<file path="src/rtl/apb_pkg.sv">
// Shared definitions for the APB responder: FSM state encoding, default widths
// and the saturating counter helper.
package apb_pkg;

   localparam int DEF_DBITS = 32;
   localparam int DEF_ABITS = 16;
   localparam int CNT_W     = 16;

   typedef enum logic [1:0] {
      IDLE   = 2'd0,
      ACCESS = 2'd1
   } apb_state_t;

   function automatic logic [CNT_W-1:0] sat_inc(input logic [CNT_W-1:0] v);
      return (v == {CNT_W{1'b1}}) ? v : v + 1'b1;
   endfunction

endpackage

</file>
<file path="src/rtl/apb_reg_bank.sv">
// REG_NUM x DBITS register storage with one write port, one read port
// and a flattened view of every register.
module apb_reg_bank
   import apb_pkg::*;
#(
   parameter int DBITS   = DEF_DBITS,
   parameter int REG_NUM = 8,
   parameter int IDX_W   = (REG_NUM > 1) ? $clog2(REG_NUM) : 1
) (
   input  logic                     apb_clk,
   input  logic                     apb_rst,
   input  logic                     wr_en,
   input  logic [IDX_W-1:0]         wr_idx,
   input  logic [DBITS-1:0]         wr_data,
   input  logic [IDX_W-1:0]         rd_idx,
   output logic [DBITS-1:0]         rd_data,
   output logic [REG_NUM*DBITS-1:0] reg_out
);

   logic [DBITS-1:0] mem [REG_NUM];

   for (genvar gi = 0; gi < REG_NUM; gi++) begin : g_reg
      always_ff @(posedge apb_clk or posedge apb_rst) begin
         if (apb_rst) begin
            mem[gi] <= '0;
         end else if (wr_en && (wr_idx == IDX_W'(gi))) begin
            mem[gi] <= wr_data;
         end
      end
      assign reg_out[gi*DBITS +: DBITS] = mem[gi];
   end

   // Decoded mux so an index past REG_NUM (non power-of-two banks) reads zero.
   always_comb begin
      rd_data = '0;
      for (int k = 0; k < REG_NUM; k++) begin
         if (rd_idx == IDX_W'(k)) begin
            rd_data = mem[k];
         end
      end
   end

endmodule

</file>
<file path="src/rtl/apb_slave_regfile.sv">
// APB3 responder over a word-indexed register bank with programmable wait
// states, PSLVERR on out-of-range index and saturating write/error counters.
module apb_slave_regfile
   import apb_pkg::*;
#(
   parameter int DBITS       = DEF_DBITS,
   parameter int ABITS       = DEF_ABITS,
   parameter int REG_NUM     = 8,
   parameter int WAIT_CYCLES = 0
) (
   input  logic                     apb_clk,
   input  logic                     apb_rst,
   input  logic                     apb_sel,
   input  logic                     apb_enable,
   input  logic                     apb_write,
   input  logic [ABITS-1:0]         apb_addr,
   input  logic [DBITS-1:0]         apb_wdata,
   output logic [DBITS-1:0]         apb_rdata,
   output logic                     apb_ready,
   output logic                     apb_slverr,
   output logic [REG_NUM*DBITS-1:0] reg_out,
   output logic [CNT_W-1:0]         wr_cnt,
   output logic [CNT_W-1:0]         err_cnt
);

   localparam int         IDX_W     = (REG_NUM > 1) ? $clog2(REG_NUM) : 1;
   localparam logic [3:0] WAIT_LAST = 4'(WAIT_CYCLES);

   apb_state_t        state_reg;
   logic [ABITS-1:0]  addr_reg;
   logic              write_reg;
   logic [DBITS-1:0]  wdata_reg;
   logic [3:0]        wait_cnt_reg;
   logic [CNT_W-1:0]  wr_cnt_reg;
   logic [CNT_W-1:0]  err_cnt_reg;

   logic              idx_valid;
   logic              setup;
   logic              complete;
   logic              wr_inc;
   logic              err_inc;
   logic [DBITS-1:0]  rd_data;

   // Everything visible on the bus decodes from registered state only.
   assign idx_valid  = (addr_reg < ABITS'(REG_NUM));
   assign apb_ready  = (state_reg == ACCESS) && (wait_cnt_reg == WAIT_LAST);
   assign apb_slverr = apb_ready && !idx_valid;
   assign apb_rdata  = (apb_ready && !write_reg && idx_valid) ? rd_data : '0;

   assign setup    = apb_sel && !apb_enable;
   assign complete = apb_ready && apb_sel && apb_enable;
   assign wr_inc   = complete && write_reg && idx_valid;
   assign err_inc  = ((state_reg == IDLE) && apb_sel && apb_enable)
                   || ((state_reg == ACCESS) && (!apb_sel || setup))
                   || (complete && !idx_valid);

   assign wr_cnt  = wr_cnt_reg;
   assign err_cnt = err_cnt_reg;

   // A setup phase in either state (re)latches the transfer and restarts waits.
   always_ff @(posedge apb_clk or posedge apb_rst) begin
      if (apb_rst) begin
         state_reg    <= IDLE;
         addr_reg     <= '0;
         write_reg    <= 1'b0;
         wdata_reg    <= '0;
         wait_cnt_reg <= '0;
         wr_cnt_reg   <= '0;
         err_cnt_reg  <= '0;
      end else begin
         if (setup) begin
            state_reg    <= ACCESS;
            addr_reg     <= apb_addr;
            write_reg    <= apb_write;
            wdata_reg    <= apb_wdata;
            wait_cnt_reg <= '0;
         end else if (state_reg == ACCESS) begin
            if (!apb_sel || apb_ready) begin
               state_reg <= IDLE;
            end else begin
               wait_cnt_reg <= wait_cnt_reg + 4'd1;
            end
         end
         if (wr_inc) begin
            wr_cnt_reg <= sat_inc(wr_cnt_reg);
         end
         if (err_inc) begin
            err_cnt_reg <= sat_inc(err_cnt_reg);
         end
      end
   end

   apb_reg_bank #(
      .DBITS   (DBITS),
      .REG_NUM (REG_NUM),
      .IDX_W   (IDX_W)
   ) u_bank (
      .apb_clk (apb_clk),
      .apb_rst (apb_rst),
      .wr_en   (wr_inc),
      .wr_idx  (addr_reg[IDX_W-1:0]),
      .wr_data (wdata_reg),
      .rd_idx  (addr_reg[IDX_W-1:0]),
      .rd_data (rd_data),
      .reg_out (reg_out)
   );

endmodule

</file>
<file path="config.mk">
export PLATFORM = sky130hd
export DESIGN_NAME = apb_slave_regfile
export DESIGN_NICKNAME = d
export VERILOG_FILES = /design/src/rtl/apb_pkg.sv /design/src/rtl/apb_reg_bank.sv /design/src/rtl/apb_slave_regfile.sv
export SDC_FILE = /design/constraint.sdc
export NUM_CORES = 1
export LEC_CHECK = 0
export CAP_MARGIN = 5
export CORE_ASPECT_RATIO = 1.1
export CORE_MARGIN = 4
export CORE_UTILIZATION = 46
export CTS_BUF_LIST = sky130_fd_sc_hd__clkbuf_16
export CTS_CLUSTER_SIZE = 10
export DETAILED_ROUTE_END_ITERATION = 8
export GPL_ROUTABILITY_DRIVEN = 0
export PLACE_DENSITY = 0.78
export SYNTH_ARGS = -nofsm -noshare
export SYNTH_HDL_FRONTEND = slang
export SYNTH_HIERARCHICAL = 1
export SYNTH_SLANG_ARGS = --single-unit
</file>
<file path="constraint.sdc">
create_clock -name apb_clk -period 10.33 [get_ports apb_clk]
set_input_delay 3.099 -clock apb_clk [delete_from_list [all_inputs] [get_ports apb_clk]]
set_output_delay 3.099 -clock apb_clk [all_outputs]
set_load 0.03 [all_outputs]
</file>
==> results_dict.tcl <==
set metrics [dict create \
    holdCritPathClass "reg -> reg" \
    post_cts_buffers 0 \
    start_util 0.465 \
    postCtsHoldBufs 0 \
    cp-end-kind "primary output" \
    cap_violations 0 \
    r2r_slack_ns 6.70 \
    cts_tree "done" \
    finClkSkew_ns 0.0114 \
    holdWs_ns 0.492 \
    worstPathCellList "buf_4 -> or2_2 -> o22a_1 -> a32oi_1 -> and2_1 -> clkdlybuf4s50_1" \
    cp_num_buf_inv 2 \
    top_usage_layer "met2" \
    power.switching_mw 0.779 \
    p_clk_frac 0.401 \
    status "finished clean" \
    yosys.area.top_type "dfrtp_1" \
    n_antenna_cell 0 \
    power_density_nw_per_um2 143 \
    antenna_found_initial 0 \
    clkTransAtPathRegs_ns 0.05 \
    rsz0062_at_grt "no" \
    cp.required_ns 7.23 \
    cp_max_fo 60 \
    die_area_sq_um 37600 \
    rows 71 \
    grt_pass1_wl_mm 74.2 \
    hpwl_mm 31.4 \
    nets 1589 \
    crit_type "reg -> out" \
    use_met3 0.0828 \
    via_count 11400 \
    dr.pass1.iters 5 \
    drt_iter0_markers 808 \
    swShare 0.261 \
    syn_to_final_growth_pct 31.8 \
    drtAntennaViolNets 0 \
    max_slew_margin 0.269 \
    synthTopCellsByArea "dfrtp_1 (54%), mux2_2 (22%), mux2i_1 (3.5%), nand2_1 (1.6%), a22o_1 (1.5%)" \
    die_x_um 185 \
    cts_max_path_buffers 3 \
    regArea_sq_um 8570 \
    grt_pass1_vias 12000 \
    crit_path_start_kind "flip-flop" \
    yosys_register_bits 342 \
    clock-sinks 342 \
    drive_gt1_frac 0.257 \
    async_flop_share 1.00 \
    worstMarginPinSlew_ns 1.09 \
    fin_tns_setup_ns 0 \
    cts-root-buf "clkbuf_16" \
    cts_resized 0 \
    comb_power_share 0.101 \
    synth_edf_count 0 \
    grt_use_met2 0.415 \
    synthesis.area_sq_um 15900 \
    maxSlewViolCount 0 \
    grt.total_usage 0.255 \
    crit_arrival_ns 4.17 \
    pwr-share-seq 0.498 \
    n_fill_cell 2640 \
    synth_fp_nets 1238 \
    dp_slack_ns 3.59 \
    cp_slowest_stage_delay_ns 0.96 \
    synthFlopType "dfrtp_1" \
    h-tree-depth 2 \
    cpLargestDelayFamily "buffers and inverters" \
    vdd_ir_drop_max_mv 0.125 \
    io_pins 375 \
    clk_latency_ns 0.52 \
    grt_max_degree 143 \
    fin_crit_sh 0.703 \
    avgSynthCellArea_sq_um 13.5 \
    drc_errors 0 \
    port_buffers 374 \
    p_leak_nw 9.46 \
    multi_input_comb_area_sq_um 6870 \
    cp_slowest_cell "dfrtp_4" \
    setup_violations 0 \
    ys_seq_area_frac 0.538 \
    gr-total-overflow 0 \
    worst_slack_ns 3.06 \
    viasPerCell 5.77 \
    wl_per_cell_um 24.7 \
    use_met1 0.324 \
    synth_cell_types 52 \
    period_needed_ns 7.27 \
    die_h_um 203 \
    largest_reg_flops 256 \
    numCtsBuffers 40 \
    drt_wl_total_mm 48.8 \
    max_freq_ghz 0.138 \
    syn_inst 1181 \
    core_area_sq_um 34200 \
    yosysTopAreaCellShare 0.538 \
    synth_warnings 6 \
    finalHoldViolCount 0 \
    p_int_mw 2.21 \
]
worst paths after layout:
| kind | from | endpoint | depth (start not counted) |
|---|---|---|---|
| max in group asynchronous | apb_rst | addr_reg[1] | 3 |
| min in group asynchronous | apb_rst | wdata_reg[29] | 2 |
| max reg2reg | wait_cnt_reg[0] | u_bank/reg_out[76] | 10 |
| min | err_cnt[7] | err_cnt[7] | 1 |
| min reg2reg | err_cnt[7] | err_cnt[7] | 1 |
| max | addr_reg[0] | apb_rdata[7] | 6 |
cell usage in the layout, fill, tap and decap left out, types with 10 or more instances in the layout:
master,instances
clkbuf_16,41
o21ai_0,29
xor2_1,27
a22o_1,28
nor2_1,10
buf_4,14
mux2i_1,55
and2_1,35
mux2_2,304
o22a_1,26
clkdlybuf4s50_1,374
inv_1,10
dfrtp_1,339
a32oi_1,27
nand3_1,15
nand2_1,67
nor2b_1,28
cell type report:
class / count / share of cell area
Clock inverter: 8 / 0.00149
Inverter: 7 / 0.00173
Timing Repair Buffer: 389 / 0.185
Tap cell: 438 / 0.0262
Sequential cell: 342 / 0.409
Multi-Input combinational cell: 752 / 0.328
Clock buffer: 41 / 0.0490
kinds of logic after synthesis:
kind of cell / count (synthesis) / share of synthesized area
mux: 376 / 0.268
flops: 342 / 0.538
simple gates: 221 / 0.0841
compound gates: 119 / 0.0576
buf+inv: 87 / 0.0312
xor+xnor: 32 / 0.0176
fa+ha+maj: 4 / 0.00315
per-layer routing:
layer | up-vias | part of all wire
li1 | 4963 | -
met1 | 5868 | 0.39
met2 | 496 | 0.48
met3 | 85 | 0.094
met4 | 0 | 0.031
met5 | - | 0
power groups by stage:
| stage | Combinational, mW | Clock (mW) | Sequential (mW) |
|---|---|---|---|
| after floorplan | 0.203 | 0 | 1.48 |
| after detailed placement | 0.302 | 0 | 1.51 |
| after CTS | 0.303 | 1.23 | 1.49 |
| final | 0.302 | 1.20 | 1.49 |
| after global routing | 0.325 | 1.28 | 1.50 |
| after global placement | 0.297 | 0 | 1.51 |
Yosys cell counts, types with 9 or more instances:
master / number
a32oi_1: 27
nor3_1: 9
buf_2: 40
o21ai_0: 29
mux2_1: 9
and2_1: 36
buf_6: 10
nand2_1: 67
clkbuf_1: 18
nor2b_1: 30
o22a_1: 26
mux2_2: 304
nor2_1: 10
dfrtp_1: 342
mux2i_1: 55
nand3_1: 15
buf_4: 11
a22o_1: 28
xor2_1: 27
through the flow:
stage	power (mW)	utilization	cell area, sq um	std cells
global route	3.11	0.613	21000	1977
CTS	3.02	0.613	21000	1977
global placement	1.80	0.582	19900	1928
detailed placement	1.81	0.582	19900	1928
floorplan	1.69	-	15900	1181
finish	2.99	0.613	21000	1977
Note: power is estimated with default switching activity, not from simulation.
==> patch 1, RTL diff (same settings) <==
`REG_NUM` is set to 8 in 2 places; all go to 16.
--- a/src/rtl/apb_reg_bank.sv
+++ b/src/rtl/apb_reg_bank.sv
@@ -4,7 +4,7 @@
    import apb_pkg::*;
 #(
    parameter int DBITS   = DEF_DBITS,
-   parameter int REG_NUM = 8,
+   parameter int REG_NUM = 16,
    parameter int IDX_W   = (REG_NUM > 1) ? $clog2(REG_NUM) : 1
 ) (
    input  logic                     apb_clk,
--- a/src/rtl/apb_slave_regfile.sv
+++ b/src/rtl/apb_slave_regfile.sv
@@ -5,7 +5,7 @@
 #(
    parameter int DBITS       = DEF_DBITS,
    parameter int ABITS       = DEF_ABITS,
-   parameter int REG_NUM     = 8,
+   parameter int REG_NUM     = 16,
    parameter int WAIT_CYCLES = 0
 ) (
    input  logic                     apb_clk,
Interface: changed (resized reg_out); port bits go from 375 to 631. No check against the original RTL was run, so the function may have changed too.
==> patch 1 against the unedited design <==
Routed wire length up 140%. Sequential cell count up 256. Design area up 76%. Clock power up 87%. Combinational power up 140%. Total power up 85%. Maximum frequency down 13%. Via count up 97%. Setup slack worse by 1.1 ns. Register-to-register slack worse by 0.55 ns. Synthesized area up 77%. Global-route usage up 10 points. Clock skew up 0.012 ns.
==> patch 1: results (changes against the unedited design) <==
| Metric | Value |
|---|---|
| Outcome | `finished clean (unchanged)` |
| Post-Place Cells | `3469 (was 1928)` |
| DP Wirelength | `80.1 mm (was 31.4 mm)` |
| Worst slack, placed | `2.75 ns (was 3.59 ns)` |
| Fill count | `4722 (was 2640)` |
| Reg2reg start | `addr_reg[12]$_DFFE_PP0P_ (was wait_cnt_reg[0]$_DFFE_PP0P_)` |
| CP max stage delay | `1.03 ns (was 0.96 ns)` |
| Final Instance Area | `36900 um^2 (was 21000 um^2)` |
| Total Routed Length | `119 mm (was 48.8 mm)` |
| Worst R2R End | `u_bank/reg_out[470]$_DFFE_PP0P_ (was u_bank/reg_out[76]$_DFFE_PP0P_)` |
| Largest net degree at the start of global routing | `179 (was 143)` |
| Leak pwr | `16.8 nW (was 9.46 nW)` |
| I/O Buffers | `630 (was 374)` |
| Pre-Repair DR Iteration Count | `6 (was 5)` |
| Hold WS | `0.499 ns (was 0.492 ns)` |
| Worst-margin pin slew | `1.20 ns (was 1.09 ns)` |
| Maximum fanout along the worst path | `57 (was 60)` |
| Total Nets Final | `2783 (was 1589)` |
| Drt first-iter violations | `2577 (was 808)` |
| VDD IR max | `0.000182 V (was 0.000125 V)` |
| First-pass GRT wire length | `169 mm (was 74.2 mm)` |
| Sequential-to-total area share from yosys stat | `53.2% (was 53.8%)` |
| Yosys cell types | `80 (was 52)` |
| Crit path DAT | `5.26 ns (was 4.17 ns)` |
| Avg Vias per Cell | `6.31 (was 5.77)` |
| Worst R2R Setup Slack | `6.15 ns (was 6.70 ns)` |
| Worst skew pair latency | `0.61 ns (was 0.52 ns)` |
| Post-Syn Nets | `2224 (was 1238)` |
| Gr usage total | `35.5% (was 25.5%)` |
| Mean post-synth cell area | `13.0 um^2 (was 13.5 um^2)` |
| Family with the most delay on the worst path | `simple AND/OR/NAND/NOR gates (was buffers and inverters)` |
| WL/cell | `33.4 um (was 24.7 um)` |
| Post-synth ARST share | `100% (unchanged)` |
| Hold EP | `wr_cnt[12]$_DFFE_PP0P_ (was err_cnt[7]$_DFFE_PP0P_)` |
| Initial antenna violation count | `4 (was 0)` |
| Yosys warning count | `6 (unchanged)` |
| CTS Buf Count | `71 (was 40)` |
| Share of cells above drive strength 1 | `26.4% (was 25.7%)` |
| Vias in the first global route | `23400 (was 12000)` |
| Post-DP Area | `35000 um^2 (was 19900 um^2)` |
| Slowest CP cell | `nor2b_2 (was dfrtp_4)` |
| Post-synth top cells | `dfrtp_1 (598), mux2_2 (535), nor2_1 (81), o21ai_0 (81), buf_2 (78) (was dfrtp_1 (342), mux2_2 (304), nand2_1 (67))` |
| Reg2Reg Depth | `8 (was 10)` |
| Largest cells by area after synthesis | `dfrtp_1 (53%), mux2_2 (21%), mux2_1 (2.7%) (was dfrtp_1 (54%), mux2_2 (22%), mux2i_1 (3.5%))` |
| Clk_skew | `0.0235 ns (was 0.0114 ns)` |
| H-tree levels | `3 (was 2)` |
| Worst hold start | `wr_cnt[12]$_DFFE_PP0P_ (was err_cnt[7]$_DFFE_PP0P_)` |
-- patch 1: layer usage --
layer | wire [um] | track usage (%) | up-vias
met3 | 12500 | 10.3 | 375
li1 | - | - | 9058
met1 | 44800 | 44.9 | 11600
met4 | 7200 | 18.6 | 0
met5 | 0 | 0 | -
met2 | 54500 | 55.7 | 1493
-- patch 1: logic make-up after synthesis --
group,share of synthesized area [%]
AO/OA/AOI/OAI,9.21
XOR/XNOR,0.933
adder cells (fa/ha/maj),0.178
buffers and inverters,3.91
flip-flops,53.2
multiplexers,27.4
AND/OR/NAND/NOR,5.18
-- patch 1: power breakdown --
group | total (W) | internal [W] | switching (W)
registers | 0.00256 | 0.00239 | 0.000175
logic | 0.000710 | 0.000244 | 0.000466
clock network | 0.00224 | 0.00129 | 0.000950
total | 0.00551 | 0.00392 | 0.00159
-- patch 1: how the worst max path moves through the flow --
stage | startpoint | endpoint | slack, ns | cells after the start
after floorplan | apb_rst | u_bank/reg_out[0]$_DFFE_PP0P_ | 0.28 | 1
after global placement | addr_reg[1]$_DFFE_PP0P_ | apb_rdata[27] | 2.74 | 7
after detailed placement | addr_reg[1]$_DFFE_PP0P_ | apb_rdata[27] | 2.75 | 7
after CTS | addr_reg[1]$_DFFE_PP0P_ | apb_rdata[27] | 2.09 | 7
after global routing | addr_reg[1]$_DFFE_PP0P_ | apb_rdata[27] | 1.95 | 7
final | addr_reg[1]$_DFFE_PP0P_ | apb_rdata[27] | 1.98 | 7
-- patch 1: final cells by class --
| type | count | share of cell area (%) |
|---|---|---|
| well taps | 816 | 2.76 |
| multi-input cells | 1359 | 33.1 |
| repair buffers | 669 | 18.0 |
| flip-flops and latches | 598 | 40.6 |
| diodes | 5 | 0.0339 |
| clock buffers | 74 | 5.01 |
| clock inverters | 17 | 0.318 |
| inverters | 27 | 0.291 |
==> patch 2, RTL diff (config.mk and constraints unchanged) <==
Made on the original files. Make the reset (`apb_rst`) synchronous in 2 clocked blocks.
--- a/src/rtl/apb_reg_bank.sv
+++ b/src/rtl/apb_reg_bank.sv
@@ -20,7 +20,7 @@
    logic [DBITS-1:0] mem [REG_NUM];
 
    for (genvar gi = 0; gi < REG_NUM; gi++) begin : g_reg
-      always_ff @(posedge apb_clk or posedge apb_rst) begin
+      always_ff @(posedge apb_clk) begin
          if (apb_rst) begin
             mem[gi] <= '0;
          end else if (wr_en && (wr_idx == IDX_W'(gi))) begin
--- a/src/rtl/apb_slave_regfile.sv
+++ b/src/rtl/apb_slave_regfile.sv
@@ -58,7 +58,7 @@
    assign err_cnt = err_cnt_reg;
 
    // A setup phase in either state (re)latches the transfer and restarts waits.
-   always_ff @(posedge apb_clk or posedge apb_rst) begin
+   always_ff @(posedge apb_clk) begin
       if (apb_rst) begin
          state_reg    <= IDLE;
          addr_reg     <= '0;
Behaviour: differs if apb_rst is asserted again (counterexample within 4 cycles, from zero or initial values and one cycle with apb_rst high); with apb_rst held inactive, the same outputs for 4 cycles.
==> patch 2 against the unedited design <==
Sequential share of layout area rose by 3.6 points. Setup slack improved by 0.12 ns. Total power increased by 5.2%. Synthesized area up 0.39%. Design area up 1.1%. Critical path depth unchanged. Routed wire length grew 6.8%. Sequential cell count unchanged. Highest routed layer is now met5.
==> patch 2: results (changes against the unedited design) <==
| Metric | Value |
|---|---|
| Outcome | `finished clean (unchanged)` |
| Avg Vias per Cell | `5.73 (was 5.77)` |
| Wire length on met2 | `25.5 mm (was 23.6 mm)` |
| Post-synth EDFFs | `256 (was 0)` |
| Post-Place Cells | `2147 (was 1928)` |
| Post-synth ARST share | `0% (was 100%)` |
| Rel. slew slack | `23.5% (was 26.9%)` |
| VDD IR max | `0.000113 V (was 0.000125 V)` |
| Total Nets Final | `1809 (was 1589)` |
| Total Routed Length | `52.1 mm (was 48.8 mm)` |
| Initial antenna violation count | `2 (was 0)` |
| Worst slack, placed | `3.63 ns (was 3.59 ns)` |
| Hold EP | `addr_reg[6]$_SDFFE_PP0P_ (was err_cnt[7]$_DFFE_PP0P_)` |
| First-pass GRT wire length | `76.9 mm (was 74.2 mm)` |
| Post-DP Area | `20000 um^2 (was 19900 um^2)` |
| Post-synth top cells | `and2_1 (289), edfxtp_1 (256), nand2_1 (179) (was dfrtp_1 (342), mux2_2 (304), nand2_1 (67))` |
| Metal-1 WL | `19.5 mm (was 19.1 mm)` |
| Cell count of the worst hold path | `2 (was 1)` |
| Post-Syn Nets | `1477 (was 1238)` |
| Clk_skew | `0.0206 ns (was 0.0114 ns)` |
| DP Wirelength | `34.8 mm (was 31.4 mm)` |
| Drt first-iter violations | `1109 (was 808)` |
| Reg2Reg Depth | `9 (was 10)` |
| Reg2reg start | `addr_reg[11]$_SDFFE_PP0P_ (was wait_cnt_reg[0]$_DFFE_PP0P_)` |
| Yosys cell types | `57 (was 52)` |
| Maximum fanout along the worst path | `78 (was 60)` |
| Worst hold start | `addr_reg[6]$_SDFFE_PP0P_ (was err_cnt[7]$_DFFE_PP0P_)` |
| Worst R2R Setup Slack | `6.61 ns (was 6.70 ns)` |
[patch 2: cell types whose count changed after synthesis, sizes merged, moves of 54 or more]
cell	unedited run	this run
dfxtp	0	86
edfxtp	0	256
clkbuf	19	73
nand2	67	179
and2	36	289
a21oi	4	132
mux2	313	7
dfrtp	342	0
[patch 2: layout make-up]
| type | count | area, um^2 |
|---|---|---|
| Multi-Input combinational cell | 969 | 6140 |
| Tap cell | 438 | 548 |
| Inverter | 7 | 26.3 |
| Clock inverter | 31 | 126 |
| Sequential cell | 342 | 9420 |
| Clock buffer | 41 | 1030 |
| Timing Repair Buffer | 392 | 3880 |
| Fill cell | 2630 | 13000 |
[patch 2: cells by family after synthesis]
group                      Yosys count  synth area share (%)
AOI/OAI and AO/OA                  271                  11.0
xor gates and xnor gates             3                 0.165
adders and majority gates            4                 0.314
buffers and inverters              109                  3.41
DFF                                342                  59.0
muxes                               72                  4.57
and+or+nand+nor                    619                  21.6
[patch 2: power by group]
| part | switching, W | internal (W) | leakage (nW) |
|---|---|---|---|
| clock | 0.000525 | 0.000712 | 0.665 |
| combinational | 0.000198 | 0.000133 | 3.36 |
| sequential | 0.0000566 | 0.00152 | 3.34 |
[patch 2: worst max path at each step]
stage / depth (start not counted) / slack [ns] / endpoint
6_report: 6 / 3.19 / apb_rdata[18]
5_1_grt: 6 / 3.11 / apb_rdata[29]
4_1_cts: 6 / 3.27 / apb_rdata[18]
3_5_place_dp: 8 / 3.63 / u_bank/mem[0][122]$_SDFFCE_PN0P_
3_3_place_gp: 8 / 3.81 / u_bank/mem[0][124]$_SDFFCE_PN0P_
2_1_floorplan: 7 / 4.49 / u_bank/mem[1][100]$_SDFFCE_PN0P_
[patch 2: critical path, cell delays in order, from the launching register on]
cell and delay (ns):
dfxtp_4 1.01, nor2b_4 1.02, a221oi_1 0.26, a21oi_1 0.22, o31a_1 0.19, and2_1 0.14
clkdlybuf4s50_1 0.66
[patch 2: layer usage]
layer  global-route usage, %  vias to the layer above
li1                        -                     5750
met1                    32.9                     6120
met2                    44.9                      719
met3                    6.28                      125
met4                    10.0                        4
met5                       0                        -
[patch 2: through the flow]
step           utilization [%]  power [W]  hold WS, ns
3_5_place_dp              58.5    0.00193        0.457
6_report                  61.9    0.00314        0.463
4_1_cts                   61.9    0.00316        0.464
3_3_place_gp              58.5    0.00193        0.444
5_1_grt                   61.9    0.00324        0.482
2_1_floorplan                -    0.00177        0.436
